<file path="src/rtl/ballot_pkg.sv">
// Shared types and constants for the ballot box tally slice.
package ballot_pkg;

  typedef enum logic [1:0] {
    ST_ENTRY   = 2'd0,
    ST_CONFIRM = 2'd1,
    ST_CLOSED  = 2'd2
  } state_t;

  localparam int         BCD_W   = 4;
  localparam logic [3:0] BCD_MAX = 4'd9;

  // Index width for n distinct values; never narrower than one bit.
  function automatic int idx_w(input int n);
    return (n > 1) ? $clog2(n) : 1;
  endfunction

endpackage

</file>
<file path="src/rtl/ballot_box_tally_sat_counter.sv">
// Saturating up-counter; ovf flags an increment attempted while already at maximum.
module sat_counter #(
  parameter int W = 8
) (
  input  logic         clock,
  input  logic         reset,
  input  logic         inc,
  output logic [W-1:0] count,
  output logic         ovf
);

  localparam logic [W-1:0] MAX = '1;

  logic [W-1:0] count_reg;

  always_ff @(posedge clock) begin
    if (reset) begin
      count_reg <= '0;
    end else if (inc && (count_reg != MAX)) begin
      count_reg <= count_reg + W'(1);
    end
  end

  assign count = count_reg;
  assign ovf   = inc && (count_reg == MAX);

endmodule

</file>
<file path="src/rtl/ballot_box_tally.sv">
// Ballot box: BCD keypad entry, candidate ID match, confirm/correct and saturating tallies.
// Optional blank-vote key enabled by defining BALLOT_BLANK_VOTE_EN.
module ballot_box_tally
  import ballot_pkg::*;
#(
  parameter int NUM_DIGITS = 4,
  parameter int NUM_CAND   = 4,
  parameter int CNT_W      = 8,
  parameter logic [NUM_CAND*NUM_DIGITS*4-1:0] CAND_IDS =
    {16'h3480, 16'h3489, 16'h3513, 16'h3503}
) (
  input  logic                        clock,
  input  logic                        reset,
  input  logic                        digit_valid,
  input  logic [3:0]                  digit,
  input  logic                        confirm,
  input  logic                        correct,
  input  logic                        finish,
`ifdef BALLOT_BLANK_VOTE_EN
  input  logic                        blank,
  output logic [CNT_W-1:0]            blank_count,
  output logic [idx_w(NUM_CAND+2)-1:0] vote_idx,
`else
  output logic [idx_w(NUM_CAND+1)-1:0] vote_idx,
`endif
  output logic [NUM_DIGITS*4-1:0]     entry,
  output logic [1:0]                  state,
  output logic                        vote_pulse,
  output logic [NUM_CAND*CNT_W-1:0]   tally,
  output logic [CNT_W-1:0]            null_count,
  output logic                        overflow
);

  localparam int ID_W = NUM_DIGITS * BCD_W;
  localparam int DC_W = idx_w(NUM_DIGITS);
`ifdef BALLOT_BLANK_VOTE_EN
  localparam int VI_W  = idx_w(NUM_CAND + 2);
  localparam int N_OVF = NUM_CAND + 2;
`else
  localparam int VI_W  = idx_w(NUM_CAND + 1);
  localparam int N_OVF = NUM_CAND + 1;
`endif

  state_t            state_reg, state_next;
  logic [ID_W-1:0]   entry_reg, entry_next;
  logic [DC_W-1:0]   digit_cnt_reg, digit_cnt_next;
  logic              vote_pulse_reg, vote_pulse_next;
  logic [VI_W-1:0]   vote_idx_reg, vote_idx_next;
  logic              overflow_reg;

  logic [NUM_CAND-1:0] match;
  logic [NUM_CAND-1:0] first_hot;
  logic                hit;
  logic [VI_W-1:0]     hit_idx;
  logic [NUM_CAND-1:0] cand_inc;
  logic                null_inc;
  logic [N_OVF-1:0]    ovf_vec;

  generate
    for (genvar gi = 0; gi < NUM_CAND; gi++) begin : g_match
      assign match[gi] = (entry_reg == CAND_IDS[gi*ID_W +: ID_W]);
    end
  endgenerate

  // Lowest matching index wins when several table entries share an ID.
  assign first_hot = match & (~match + NUM_CAND'(1));
  assign hit       = |match;

  always_comb begin
    hit_idx = VI_W'(NUM_CAND);
    for (int i = NUM_CAND - 1; i >= 0; i--) begin
      if (match[i]) hit_idx = VI_W'(i);
    end
  end

`ifdef BALLOT_BLANK_VOTE_EN
  logic blank_flag_reg, blank_flag_next;
  logic blank_inc;
`endif

  always_ff @(posedge clock) begin
    if (reset) begin
      state_reg      <= ST_ENTRY;
      entry_reg      <= '0;
      digit_cnt_reg  <= '0;
      vote_pulse_reg <= 1'b0;
      vote_idx_reg   <= '0;
    end else begin
      state_reg      <= state_next;
      entry_reg      <= entry_next;
      digit_cnt_reg  <= digit_cnt_next;
      vote_pulse_reg <= vote_pulse_next;
      vote_idx_reg   <= vote_idx_next;
    end
  end

`ifdef BALLOT_BLANK_VOTE_EN
  always_ff @(posedge clock) begin
    if (reset) blank_flag_reg <= 1'b0;
    else       blank_flag_reg <= blank_flag_next;
  end
`endif

  always_comb begin
    state_next      = state_reg;
    entry_next      = entry_reg;
    digit_cnt_next  = digit_cnt_reg;
    vote_pulse_next = 1'b0;
    vote_idx_next   = vote_idx_reg;
    cand_inc        = '0;
    null_inc        = 1'b0;
`ifdef BALLOT_BLANK_VOTE_EN
    blank_flag_next = blank_flag_reg;
    blank_inc       = 1'b0;
`endif
    case (state_reg)
      ST_ENTRY, ST_CONFIRM: begin
        if (finish || correct) begin
          state_next     = finish ? ST_CLOSED : ST_ENTRY;
          entry_next     = '0;
          digit_cnt_next = '0;
`ifdef BALLOT_BLANK_VOTE_EN
          blank_flag_next = 1'b0;
`endif
        end else if (state_reg == ST_CONFIRM) begin
          if (confirm) begin
            state_next      = ST_ENTRY;
            entry_next      = '0;
            digit_cnt_next  = '0;
            vote_pulse_next = 1'b1;
`ifdef BALLOT_BLANK_VOTE_EN
            blank_flag_next = 1'b0;
            if (blank_flag_reg) begin
              blank_inc     = 1'b1;
              vote_idx_next = VI_W'(NUM_CAND + 1);
            end else
`endif
            begin
              cand_inc      = first_hot;
              null_inc      = ~hit;
              vote_idx_next = hit_idx;
            end
          end
        end else begin
`ifdef BALLOT_BLANK_VOTE_EN
          if (blank && (digit_cnt_reg == '0)) begin
            state_next      = ST_CONFIRM;
            entry_next      = '0;
            blank_flag_next = 1'b1;
          end else
`endif
          if (digit_valid && (digit <= BCD_MAX)) begin
            for (int i = 0; i < NUM_DIGITS; i++) begin
              if (digit_cnt_reg == DC_W'(i))
                entry_next[(NUM_DIGITS-1-i)*BCD_W +: BCD_W] = digit;
            end
            if (digit_cnt_reg == DC_W'(NUM_DIGITS - 1)) begin
              state_next     = ST_CONFIRM;
              digit_cnt_next = '0;
            end else begin
              digit_cnt_next = digit_cnt_reg + DC_W'(1);
            end
          end
        end
      end
      ST_CLOSED: begin
        entry_next     = '0;
        digit_cnt_next = '0;
      end
      default: begin
        state_next     = ST_ENTRY;
        entry_next     = '0;
        digit_cnt_next = '0;
      end
    endcase
  end

  generate
    for (genvar gi = 0; gi < NUM_CAND; gi++) begin : g_tally
      sat_counter #(.W(CNT_W)) u_cnt (
        .clock (clock),
        .reset (reset),
        .inc   (cand_inc[gi]),
        .count (tally[gi*CNT_W +: CNT_W]),
        .ovf   (ovf_vec[gi])
      );
    end
  endgenerate

  sat_counter #(.W(CNT_W)) u_null (
    .clock (clock),
    .reset (reset),
    .inc   (null_inc),
    .count (null_count),
    .ovf   (ovf_vec[NUM_CAND])
  );

`ifdef BALLOT_BLANK_VOTE_EN
  sat_counter #(.W(CNT_W)) u_blank (
    .clock (clock),
    .reset (reset),
    .inc   (blank_inc),
    .count (blank_count),
    .ovf   (ovf_vec[NUM_CAND+1])
  );
`endif

  always_ff @(posedge clock) begin
    if (reset) overflow_reg <= 1'b0;
    else       overflow_reg <= overflow_reg | (|ovf_vec);
  end

  assign entry      = entry_reg;
  assign state      = state_reg;
  assign vote_pulse = vote_pulse_reg;
  assign vote_idx   = vote_idx_reg;
  assign overflow   = overflow_reg;

endmodule
</file>
<file path="config.mk">
export PLATFORM = sky130hd
export DESIGN_NAME = ballot_box_tally
export DESIGN_NICKNAME = d
export VERILOG_FILES = /design/src/rtl/ballot_pkg.sv /design/src/rtl/ballot_box_tally_sat_counter.sv /design/src/rtl/ballot_box_tally.sv
export SDC_FILE = /design/constraint.sdc
export NUM_CORES = 1
export LEC_CHECK = 0
export BUFFER_PORTS_ARGS = -buffer_cell sky130_fd_sc_hd__buf_2
export CORE_ASPECT_RATIO = 0.6
export CORE_UTILIZATION = 50
export CTS_BUF_LIST = sky130_fd_sc_hd__clkbuf_4 sky130_fd_sc_hd__clkbuf_8
export DETAILED_ROUTE_END_ITERATION = 8
export HOLD_SLACK_MARGIN = 0.05
export PLACE_DENSITY = 0.86
export SLEW_MARGIN = 20
export SYNTH_ARGS = -nofsm -noshare
export SYNTH_HDL_FRONTEND = slang
export SYNTH_SLANG_ARGS = --single-unit
</file>
<file path="constraint.sdc">
create_clock -name clock -period 2.22 [get_ports clock]
set_input_delay 0.222 -clock clock [delete_from_list [all_inputs] [get_ports clock]]
set_output_delay 0.222 -clock clock [all_outputs]
set_load 0.005 [all_outputs]
</file>
==> results summary, run 1 <==
The flow ran to the end, and the final reports show no timing, DRC or antenna violations. The total overflow left after global routing is 0. The number of failing hold endpoints at the final stage is 0.

At the pin with the least slew margin, the transition time is between 0.6 and 0.7 ns. The power density over cell area is around 570 mW/mm2. The number of warnings reported in the yosys synthesis log came out at 0.

The wire length of the first global-routing pass came out at between 10 and 15 mm. The sort of element at the start of the critical path is a register. In this run the critical register-to-register path is captured at g_tally[1].u_cnt.count[7]. The worst setup path is captured at a register.

Clock-pin slew was measured on the worst setup and hold paths at about 0.070 ns. The floorplan step set the die width to 105 um. The number of fill cells in the layout came out at approximately 530. The layout-stage area growth over the synthesis result is 23.7%. Setup repair after global routing could not meet its margin everywhere. Global routing used 34.1% of the available met1 tracks. Walking the worst path, the cells encountered are nor4b_4 -> nand4_1 -> or4_4 -> or4_1 -> a21oi_1. The detailed-route via count is around 3,300. The post-route netlist has 25.6% of its cells at a drive strength greater than 1. The cell depth of the worst hold path is 3. Across all setup checks in the final design, the least slack found is 0.0357 ns. The critical path's largest stage delay is around 0.63 ns. Input and output buffers added on the ports amount to 72. 73 I/O pins were placed. The flip-flop count of the largest register, all copies and words added came out at 32. The top cell type's share of synthesized area came out at 41.1%. After the last flow step, the layout net total stands at 487. The setup TNS after final layout is 0 ns. The synthesized net count came out at 404. The most common library cell in the layout ignoring fill and taps is buf_2. The global-route usage over all layers is 27.2%. The number of vias per cell is 5.97.

The starting density of the core came out at between 50% and 60%. The required time reported for the critical path endpoint came out at 2.50 ns. The overall die height is 63.6 um. The data arrival time of the critical path is 2.47 ns. Before CTS, the worst setup slack after placement is 0.00608 ns. Counting distinct cell types in the post-synthesis netlist gives 44. The sum of buffers and inverters on the critical path came out at 0. The startpoint identified for the worst hold timing path is digit[1]. The via count of the first global-routing pass was 3,020. Of all nets on the critical path, the largest fanout is 12. The final setup violation count came out at 0. The final cell count without fillers came out at 557.

The smallest clock period supported by the final layout is computed as 2.18 ns. Clock tree synthesis inserted a total of 9 buffers. In this run the deepest clock path goes through 2 buffers. The worst reg2reg path startpoint is entry[11].

0 antenna diodes ended up in the layout. In the global route stage, met2 resource usage came out at between 40% and 50%. The worst supply voltage drop on vdd came out at 0.362 mV.

Leaving out fill and tap cells, the most frequent cells in the layout are buf_2 (72), dfxtp_1 (65), a21oi_1 (44). The total instance count after detailed placement is 538. The DRC violations left came out at 0. After detailed routing, the total wire length is 8.75 mm. TritonCTS built the clock tree.

In this run the number of H-tree levels came out at 3. In this run the most used layer during global routing was met2. The setup path with the least slack is of type reg2reg. The count of clock tree sinks is 65. The remaining number of nets flagged by the antenna check after routing came out at 0. The fmax came out at 458 MHz. In the final routed layout, each cell accounts on average for 15.7 um. The largest clock skew in the final design is 0.00853 ns. The number of antenna violations at the first check in global routing is 0. The max-slew violation count is 0.

The first detailed-routing pass took 5 iterations. dfxtp_1 takes more of the synthesized area than any other cell. The slowest stage of the critical path belongs to the cell or4_4. For this block, the initial DRC count from the detailed router was 340.

The worst-case headroom to the max-slew limit came out at 56.7%. The total power after layout came out at 2.22 mW. The row count came out at 22.

The core box area came out at 0.00611 mm2. At the end of routability-driven placement, the weighted congestion stood at 0.846. The cell family with the largest share of critical-path delay is simple AND/OR/NAND/NOR gates. The clock latency at the later pin of the worst-skew pair is 0.35 ns. The maximum number of pins on one net before global-route repair is 52. The die covers roughly 0.0067 mm2. In the post-synthesis netlist, the biggest area contributors are dfxtp_1 (41%), a21oi_1 (7.0%), nor2_1 (4.4%), nand4_1 (4.3%), nand2_1 (4.0%). Setup slack on the worst reg-to-reg path comes out at 0.04 ns. Counting cells, the worst reg-to-reg path comes to 5. The post-synthesis cell area is 0.00317 mm2. The wire-length estimate of the detail-placed layout is 6.19 mm. The ratio of final minimum period to clock period came out at 98.4%. The met3 global-route usage came out at 7.87%. For this design the static power due to leakage is approximately 1.6 nW. The capture endpoint of the worst hold path is entry[13]. After technology mapping, the gate count stands at 385. In this run, post-CTS hold repair placed 0 buffers. The cell sitting at the root of the clock tree is a clkbuf_8. The tightest min-delay check is of the in2reg type.

The sequential cell area fraction in the yosys report came out at 41.1%. The total of max-cap violations came out at 0. The average cell area after synthesis came out at 8.23 um2. The register bit count reported by yosys came out at 65.
[timing repair]
item                                    4_1_cts  5_1_grt
endpoints found under the setup margin        1        7
pin swaps                                     0        2
resized for setup                             1        4
setup buffers                                 0        3
[stage by stage]
step	hold WS (ns)	util (%)	instance area, um2
after floorplan	0.366	-	3170
final	0.176	64.1	3920
after global routing	0.179	64.1	3920
after global placement	0.448	60.0	3670
after CTS	0.167	63.3	3870
after detailed placement	0.462	60.0	3670
[tightest hold or removal path, stage by stage]
cell and delay (ns):
buf_2 0.13, nand3_1 0.07, a21oi_1 0.05
[layout make-up]
type,count,area (um2),area share (%)
Inverter,11,41.3,1.05
Sequential cell,65,1300,33.2
Tap cell,84,105,2.68
Clock inverter,2,10.0,0.256
Multi-Input combinational cell,291,1780,45.4
Clock buffer,14,186,4.76
Timing Repair Buffer,90,495,12.7
[power breakdown]
group	internal (mW)	switching [mW]	total (mW)
sequential	1.17	0.00178	1.17
clock	0.536	0.439	0.976
combinational	0.0216	0.0486	0.0703
total	1.73	0.490	2.22
[kinds of logic after synthesis]
family / count (synthesis) / share of synthesized area, %
xor gates and xnor gates: 11 / 3.04
AOI/OAI and AO/OA: 77 / 13.8
and+or+nand+nor: 186 / 32.1
adders and majority gates: 9 / 3.56
muxes: 8 / 2.73
buffers and inverters: 29 / 3.71
DFF: 65 / 41.1
[worst max path at each step]
stage	start	to	slack (ns)	depth (start not counted)
2_1_floorplan	state[1]	g_tally[1].u_cnt.count[4]	0.04	7
3_3_place_gp	state[1]	g_tally[1].u_cnt.count[5]	0.1	5
3_5_place_dp	entry[1]	g_tally[3].u_cnt.count[7]	0.006	6
4_1_cts	state[1]	g_tally[1].u_cnt.count[5]	0.05	5
5_1_grt	entry[2]	g_tally[1].u_cnt.count[7]	-0.05	5
6_report	entry[11]	g_tally[1].u_cnt.count[7]	0.04	5
[Yosys cell counts]
| master | number |
|---|---|
| dfxtp_1 | 65 |
| a21oi_1 | 44 |
| nor2_1 | 37 |
| nand2_1 | 34 |
| nand3_1 | 25 |
| nand4_1 | 22 |
| clkbuf_1 | 14 |
| o21ai_0 | 14 |
| nor3_1 | 12 |
| inv_1 | 11 |
| or3_1 | 11 |
| or4_1 | 10 |
| xnor2_1 | 10 |
| ha_1 | 9 |
| o31ai_1 | 9 |
| and4_1 | 6 |
| nor4_1 | 6 |
| mux2_2 | 5 |
| nor2b_1 | 5 |
| and3_1 | 3 |
| mux2i_1 | 3 |
| a211oi_1 | 2 |
| and2_1 | 2 |
| and3b_1 | 2 |
| buf_1 | 2 |
| nand2b_1 | 2 |
| nor4b_1 | 2 |
| o211ai_1 | 2 |
| a211o_1 | 1 |
| a31oi_1 | 1 |
| and4bb_2 | 1 |
| buf_2 | 1 |
| buf_6 | 1 |
| nand3b_4 | 1 |
| nor4b_2 | 1 |
| nor4bb_1 | 1 |
| o21ba_2 | 1 |
| o221ai_1 | 1 |
| o22a_1 | 1 |
| o22ai_1 | 1 |
| or2_2 | 1 |
| or2b_1 | 1 |
| or4_4 | 1 |
| xor2_1 | 1 |
[metal layers]
layer,part of all wire [%],up-vias
met5,0,-
met4,1.6,0
met3,7.8,21
met2,46,145
met1,45,1588
li1,-,1573
Note: power is estimated with default switching activity, not from simulation.
==> run 2: changes to the inputs <==
ABC_AREA = 1   (was not set)
CORE_UTILIZATION = 51   (was 50)
==> run 2 against run 1 <==
  * Clock power is 8.6% lower
  * Hold slack got worse by 0.0093 ns
  * Largest cell class unchanged
  * Clock-buffer cell count down 2
  * Routed wire length is 4.6% higher
  * Sequential power about the same
  * Total power shrank 3.2%
  * First-iteration DRC count rose by 17%
  * Critical path depth up 3
  * Critical endpoint is now entry[6]
  * Setup slack better by 0.34 ns
  * Non-clock buffer count is 14 lower
==> results summary, run 2 <==
Run status: complete, no violations (unchanged). The setup fix buffers added after clock tree synthesis is 0 (unchanged). The number of vias per cell is 5.46 (was 5.97). The critical path's largest stage delay came out at 0.33 ns (was 0.63 ns).

The met1 track demand over resource in global routing is 35.8% (was 34.1%). The number of enable flip-flop cells after synthesis came out at 0 (unchanged). The post-placement worst setup slack came out at 0.433 ns (was 0.00608 ns). The post-synthesis cell area was 0.00351 mm2 (was 0.00317 mm2). The number of port buffers is 72 (unchanged). The number of distinct library cells after synthesis came out at 35 (was 44). The violation count after the first detailed-routing iteration came out at 397 (was 340).

The net count of the finished layout came out at 595 (was 487). The TritonCTS clock tree is built (unchanged). The most common library cell in the layout ignoring fill and taps is nand2_1 (was buf_2).

The layout-stage area growth over the synthesis result was 17.9% (was 23.7%). The required time reported for the critical path endpoint came out at 2.49 ns (was 2.50 ns). The worst reg2reg path startpoint was state[0] (was entry[11]). The DRC violations left is 0 (unchanged). The ratio of final minimum period to clock period came to 83.1% (was 98.4%).

The global-route usage over all layers is 26.5% (was 27.2%). The overall overflow remaining after global route is 0 (unchanged). The clock latency at the later pin of the worst-skew pair came out at 0.34 ns (was 0.35 ns).

Most frequent cells after synthesis: nand2_1 (111), dfxtp_1 (65), inv_1 (61), nor2_1 (57), a21oi_1 (51) (was dfxtp_1 (65), a21oi_1 (44), nor2_1 (37), nand2_1 (34), nand3_1 (25)). The sort of element at the start of the critical path is a register (unchanged). The cell depth of the worst hold path came out at 3 (unchanged). The maximum number of pins on one net before global-route repair is 32 (was 52).

List of cells traversed by the critical path: inv_1 -> nor2_4 -> inv_2 -> nand3_1 -> nand2_1 -> o21ai_1 -> o21ai_0 -> a21oi_1 (was nor4b_4 -> nand4_1 -> or4_4 -> or4_1 -> a21oi_1). The sequential cell area fraction in the yosys report is 37.1% (was 41.1%). Top area cells in the synthesized netlist: dfxtp_1 (37%), nand2_1 (12%), a21oi_1 (7.3%), inv_1 (6.5%), nor2_1 (6.1%) (was dfxtp_1 (41%), a21oi_1 (7.0%), nor2_1 (4.4%), nand4_1 (4.3%), nand2_1 (4.0%)). The cell family with the largest share of critical-path delay is compound AO/OA/AOI/OAI gates (was simple AND/OR/NAND/NOR gates). The transition time at the pin with the least slew margin came to 0.601 ns (was 0.650 ns).

The count of clock tree sinks came out at 65 (unchanged). The cell with the most instances after synthesis is nand2_1 (was dfxtp_1). The via count of the first global-routing pass is 3,192 (was 3,020).

The setup TNS after final layout is 0 ns (unchanged). The average cell area after synthesis was 7.06 um2 (was 8.23 um2). The sum of buffers and inverters on the critical path was 2 (was 0). The flip-flop count of the largest register, all copies and words added is 32 (unchanged). The share of post-route cells with drive strength above 1 is 20.0% (was 25.6%). The synthesized instance count is 497 (was 385). The core box area came out at 0.00636 mm2 (was 0.00611 mm2). The post-layout worst setup margin came out at 0.375 ns (was 0.0357 ns). The critical-path maximum fanout was 10 (was 12). The worst reg-to-reg path cell count came out at 8 (was 5). The largest clock skew in the final design is 0.00764 ns (was 0.00853 ns). The clock buffer count from CTS came to 9 (unchanged).

The slowest cell on the critical path is dfxtp_1 (was or4_4). The worst supply voltage drop on vdd is 0.299 mV (was 0.362 mV). The number of buffers between clock root and the deepest sink came out at 2 (unchanged).

The detailed-routing iteration count for the pre-antenna-repair pass came out at 6 (was 5). The clock transition at the registers of the reported paths is 0.07 ns (about the same). The number of top-level design ports came to 73 (unchanged).

The fmax is 542 MHz (was 458 MHz). The total instance count after detailed placement is 649 (was 538). The post-synthesis adder-cell area fraction is 3.21% (was 3.56%).

The detailed-route via count is 3,625 (was 3,327). The power density over cell area came to 519 mW/mm2 (was 566 mW/mm2). The synthesized net count is 516 (was 404). Setup repair after global routing missed its margin: no (was yes). The final setup violation count is 0 (unchanged). The average wire per standard cell was 13.8 um (was 15.7 um). Leading cell types in the layout, fill and taps excluded: nand2_1 (111), buf_2 (72), dfxtp_1 (65) (was buf_2 (72), dfxtp_1 (65), a21oi_1 (44)).

The data arrival time of the critical path came to 2.11 ns (was 2.47 ns). The worst-case headroom to the max-slew limit was 59.6% (was 56.7%). The final cell count without fillers came out at 664 (was 557).

The diode insertion count for antenna repair came out at 0 (unchanged). The starting density of the core was 55.2% (was 51.8%). The cell accounting for the most synthesized area is dfxtp_1 (unchanged). The fraction of synthesized cell area in xor and xnor cells came out at 4.50% (was 3.04%). The final wirelength is 9.15 mm (was 8.75 mm). The post-route cell area is 0.00413 mm2 (was 0.00392 mm2). The maximum level of the CTS H-tree is 3 (unchanged). The category of the critical setup timing path is reg2reg (unchanged). The total of max-cap violations is 0 (unchanged). The overall die height is 66.2 um (was 63.6 um).

The row count is 22 (unchanged). The floorplan die width came out at 109 um (was 105 um). The number of antenna violations at the first check in global routing came out at 0 (unchanged). The remaining number of nets flagged by the antenna check after routing is 0 (unchanged). The routability congestion estimate from global placement came out at 0.937 (was 0.846).

The global-route layer with the greatest usage is met2 (unchanged). The met2 demand-to-capacity share in global routing is 41.1% (was 44.5%). The max-slew violation count is 0 (unchanged). The startpoint of the most critical hold path is finish (was digit[1]). The met3 global-route usage came out at 7.39% (was 7.87%).

The number of failing hold endpoints at the final stage is 0 (unchanged). The proportion of synthesized area in mux cells came out at 0% (was 2.73%). The simple logic cell fraction of the synthesized area came to 35.4% (was 32.1%). The leakage power came out at 1.89 nW (was 1.55 nW).

The register-to-register path setup slack came out at 0.38 ns (was 0.04 ns). The final period demand of the worst path came out at 1.84 ns (was 2.18 ns). The fraction of the mapped netlist area in compound gates is 12.0% (was 13.8%). The floorplan die area is 0.00722 mm2 (was 0.00667 mm2). The total half-perimeter wirelength after legalization and detailed placement was 6.81 mm (was 6.19 mm). The number of buffers added to fix hold violations after cts came out at 0 (unchanged). The wire length of the first global-routing pass came out at 14.7 mm (was 14.2 mm). The number of resized instances in the post-cts repair step was 0 (was 1). The share of synthesized registers carrying an async set or reset is 0% (unchanged). The largest family of logic cells by synthesized area was simple AND/OR/NAND/NOR gates (unchanged). The most used flip-flop cell after synthesis is dfxtp_1 (unchanged).

The register bit count reported by yosys is 65 (unchanged). The type of destination of the critical path is a register (unchanged). The placed instance area was 0.00396 mm2 (was 0.00367 mm2). The worst hold-check path type is in2reg (unchanged). The number of warnings reported in the yosys synthesis log came out at 0 (unchanged). The root buffer cell is clkbuf_8 (unchanged). The capture endpoint of the worst hold path is state[1] (was entry[13]). The top cell type's share of synthesized area was 37.1% (was 41.1%). The endpoint of the worst-slack reg-to-reg timing path is entry[6] (was g_tally[1].u_cnt.count[7]).
[run 2: cell types whose count changed after synthesis, sizes merged, moves of 7 or more]
cell    before  now
nor2        37   72
or3         11    0
o21ai       14   23
a21oi       44   51
xor2         1    9
clkbuf      14    6
o31ai        9    0
or4         11    0
inv         11   62
nand2       34  115
[run 2: layout make-up]
cell class	instances	area, um2
Multi-Input combinational cell	362	1930
Tap cell	84	105
Inverter	62	233
Timing Repair Buffer	76	390
Fill cell	582	2220
Clock inverter	3	17.5
Sequential cell	65	1300
Clock buffer	12	153
[run 2: how the worst max path moves through the flow]
stage	from	end	cells past startpoint
floorplan	g_tally[0].u_cnt.count[0]	g_tally[0].u_cnt.count[3]	8
global placement	u_null.count[0]	u_null.count[0]	8
detailed placement	u_null.count[0]	u_null.count[4]	7
CTS	state[0]	entry[6]	8
global route	u_null.count[1]	u_null.count[4]	7
finish	state[0]	entry[6]	8
[run 2: cell families (layout without fill, tap and decap cells)]
kind of cell    count (synthesis)  count (layout)
compound gates                 79              79
xor+xnor                       18              18
fa+ha+maj                       9               9
simple gates                  256             256
buf+inv                        70             153
flops                          65              65
[run 2: power breakdown]
part / switching (mW) / internal (mW) / total (mW)
clock: 0.441 / 0.451 / 0.892
combinational: 0.0572 / 0.0215 / 0.0786
sequential: 0.00435 / 1.17 / 1.17
total: 0.503 / 1.64 / 2.14
[run 2: worst min-delay path: cells and delay by family]
kind / cells / cell delay [ns]
AOI/OAI and AO/OA: 1 / 0.05
buffers and inverters: 1 / 0.12
and+or+nand+nor: 1 / 0.06
[run 2: metrics by stage]
stage	power [mW]	utilization [%]	hold WS, ns
after floorplan	1.24	-	0.370
after global placement	1.27	62.3	0.463
after detailed placement	1.28	62.3	0.472
after CTS	2.15	65.0	0.163
after global routing	2.22	65.0	0.171
final	2.14	65.0	0.167
[run 2: per-layer routing]
metal	wire [um]	vias up	part of all wire (%)
met3	707	15	7.7
met5	0	-	0
met4	82	0	0.90
met1	4390	1667	48
met2	3970	156	43
li1	-	1787	-
==> run 3: changes to the inputs <==
CORE_UTILIZATION = 57   (was 51)
PLACE_DENSITY = 0.91   (was 0.86)
clock period = 1.75 ns   (was 2.22 ns; I/O delays follow)
==> run 3 against run 2 <==
  * Utilization grew 12 points
  * Global-route usage grew 6.1 points
  * Setup slack got worse by 0.37 ns
  * Routed wire length grew 11%
  * Sequential share of layout area is 2.1 points lower
  * Cell count grew 2.7%
  * Critical path depth rose by 2
  * Clock-buffer cell count rose by 1
  * Sequential power grew 27%
  * Hold slack lost 0.061 ns
==> results summary, run 3 (synthesized netlist as in run 2, its figures left out) <==
The layout-stage area growth over the synthesis result is 26.7% (was 17.9%). The cell that appears most often on the critical path is inv_1. The core box area came out at 0.00575 mm2 (was 0.00636 mm2). Setup repair after global routing missed its margin: yes (was no). The final setup violation count came out at 0 (unchanged). The flip-flop count of the largest register, all copies and words added is 32 (unchanged).

The slowest cell on the critical path is dfxtp_1 (unchanged). The average wire per standard cell came out at 14.9 um (was 13.8 um). The clock transition at the registers of the reported paths came out at 0.07 ns (about the same). The row count is 21 (was 22).

The routability congestion estimate from global placement is 0.927 (was 0.937). The final wirelength came out at 10.2 mm (was 9.15 mm). The clock latency at the later pin of the worst-skew pair came out at 0.35 ns (was 0.34 ns). The total half-perimeter wirelength after legalization and detailed placement is 7.27 mm (was 6.81 mm). The worst supply voltage drop on vdd is 0.381 mV (was 0.299 mV).

The detailed-routing iteration count for the pre-antenna-repair pass is 7 (was 6). The total of max-cap violations came out at 0 (unchanged). The number of top-level design ports came out at 73 (unchanged). The share of post-route cells with drive strength above 1 is 26.4% (was 20.0%). The starting density of the core came out at 60.9% (was 55.2%). The post-route cell area is 0.00444 mm2 (was 0.00413 mm2). The critical-path maximum fanout is 6 (was 10). The number of port buffers is 72 (unchanged).

The floorplan die area came out at 0.00648 mm2 (was 0.00722 mm2). Leading cell types in the layout, fill and taps excluded: nand2_1 (107), buf_2 (72), dfxtp_1 (63) (was nand2_1 (111), buf_2 (72), dfxtp_1 (65)). List of cells traversed by the critical path: ha_1 -> nand2_1 -> inv_1 -> nand3_1 -> nor2_1 -> inv_1 -> nand2_4 -> buf_4 -> o21ai_0 -> a21oi_1 (was inv_1 -> nor2_4 -> inv_2 -> nand3_1 -> nand2_1 -> o21ai_1 -> o21ai_0 -> a21oi_1). The cell depth of the worst hold path came out at 3 (unchanged). The via count of the first global-routing pass is 3,532 (was 3,192). The final period demand of the worst path came to 1.74 ns (was 1.84 ns). The sort of element at the start of the critical path is a register (unchanged). The number of vias per cell came out at 5.61 (was 5.46).

The DRC violations left is 0 (unchanged). The number of failing hold endpoints at the final stage is 0 (unchanged). The number of buffers between clock root and the deepest sink came out at 2 (unchanged).

The worst reg-to-reg path cell count came out at 10 (was 8). The diode insertion count for antenna repair is 0 (unchanged). The root buffer cell is clkbuf_8 (unchanged). The critical path depth is 10 (was 8).

The max-slew violation count came out at 0 (unchanged). The overall die height was 62.8 um (was 66.2 um). Run status: complete, no violations (unchanged).

The placed instance area came to 0.00407 mm2 (was 0.00396 mm2). The largest clock skew in the final design was 0.00474 ns (was 0.00764 ns). The maximum number of pins on one net before global-route repair came to 30 (was 32). The number of antenna violations at the first check in global routing came to 0 (unchanged). The required time reported for the critical path endpoint came out at 2.03 ns (was 2.49 ns). The wire length of the first global-routing pass is 16.3 mm (was 14.7 mm).

The overall overflow remaining after global route was 0 (unchanged). The detailed-route via count came to 3,829 (was 3,625). The remaining number of nets flagged by the antenna check after routing is 0 (unchanged).

The critical path's largest stage delay came out at 0.39 ns (was 0.33 ns). The cell family with the largest share of critical-path delay was simple AND/OR/NAND/NOR gates (was compound AO/OA/AOI/OAI gates). The transition time at the pin with the least slew margin was 0.584 ns (was 0.601 ns). The share of the core filled with cells came out at 77.2% (was 65.0%).

The TritonCTS clock tree is built (unchanged). The worst hold-check path type is in2reg (unchanged). The floorplan die width is 103 um (was 109 um). The violation count after the first detailed-routing iteration is 323 (was 397). The leakage power was 2.03 nW (was 1.89 nW). The count of clock tree sinks came to 65 (unchanged). The global-route usage over all layers came out at 32.6% (was 26.5%).

The fmax was 574 MHz (was 542 MHz). The sum of buffers and inverters on the critical path came to 3 (was 2). The ratio of final minimum period to clock period was 99.6% (was 83.1%).

The type of destination of the critical path was a register (unchanged). The worst-case headroom to the max-slew limit came out at 61.0% (was 59.6%). The most common library cell in the layout ignoring fill and taps was nand2_1 (unchanged). The category of the critical setup timing path is reg2reg (unchanged).

The power density over cell area is 651 mW/mm2 (was 519 mW/mm2). The net count of the finished layout is 616 (was 595). The number of buffers added to fix hold violations after cts is 0 (unchanged).

The data arrival time of the critical path is 2.03 ns (was 2.11 ns). The maximum level of the CTS H-tree is 3 (unchanged). The clock buffer count from CTS came out at 9 (unchanged).
==> run 3: changes by cell type in the layout (fill, tap and decap cells not counted), sizes merged <==
cell,change
clkbuf,+1
clkinvlp,-1
bufinv,+1
buf,+21
==> run 3: tightest hold or removal path: cells and delay by family <==
family | cells | cell delay, ns
buf+inv | 1 | 0.12
simple gates | 1 | 0.06
compound gates | 1 | 0.05
==> run 3: cell type report <==
class / instances / area (um2)
Tap cell: 80 / 100
Inverter: 62 / 233
Fill cell: 379 / 1310
Multi-Input combinational cell: 362 / 2040
Timing Repair Buffer: 97 / 564
Clock inverter: 3 / 40.0
Sequential cell: 65 / 1300
Clock buffer: 13 / 160
==> run 3: metrics by stage <==
stage,setup TNS [ns],instances,worst slack (ns),power [mW],hold slack [ns]
after floorplan,0,497,0.0840,1.58,0.323
after global placement,0,658,0.125,1.62,0.457
after detailed placement,0,658,0.0318,1.62,0.464
after CTS,0,674,0.00907,2.89,0.100
after global routing,-0.923,682,-0.146,2.99,0.101
final,0,682,0.00663,2.89,0.106
==> run 3: final timing paths <==
path	startpoint	to	slack, ns
worst min register to register	g_tally[0].u_cnt.count[0]	g_tally[0].u_cnt.count[0]	0.47
worst max register to register	g_tally[3].u_cnt.count[0]	g_tally[3].u_cnt.count[1]	0.007
worst min-delay path	finish	state[1]	0.11
worst max-delay path	g_tally[3].u_cnt.count[0]	g_tally[3].u_cnt.count[1]	0.007
==> run 3: metal layers <==
metal	GRT usage (%)	part of all wire, %
met3	10.7	10
met2	51.1	45
met1	42.4	43
met4	9.86	2.0
met5	0	0
==> run 3: where the power goes <==
| part | internal, mW | switching (mW) |
|---|---|---|
| sequential | 1.48 | 0.00551 |
| clock | 0.740 | 0.558 |
| combinational | 0.0289 | 0.0762 |
| total | 2.25 | 0.640 |
==> run 3: what timing repair did <==
item | 4_1_cts | 5_1_grt
setup endpoints to repair | 0 | 43
buffers inserted | 0 | 8
gates resized for setup | 0 | 34
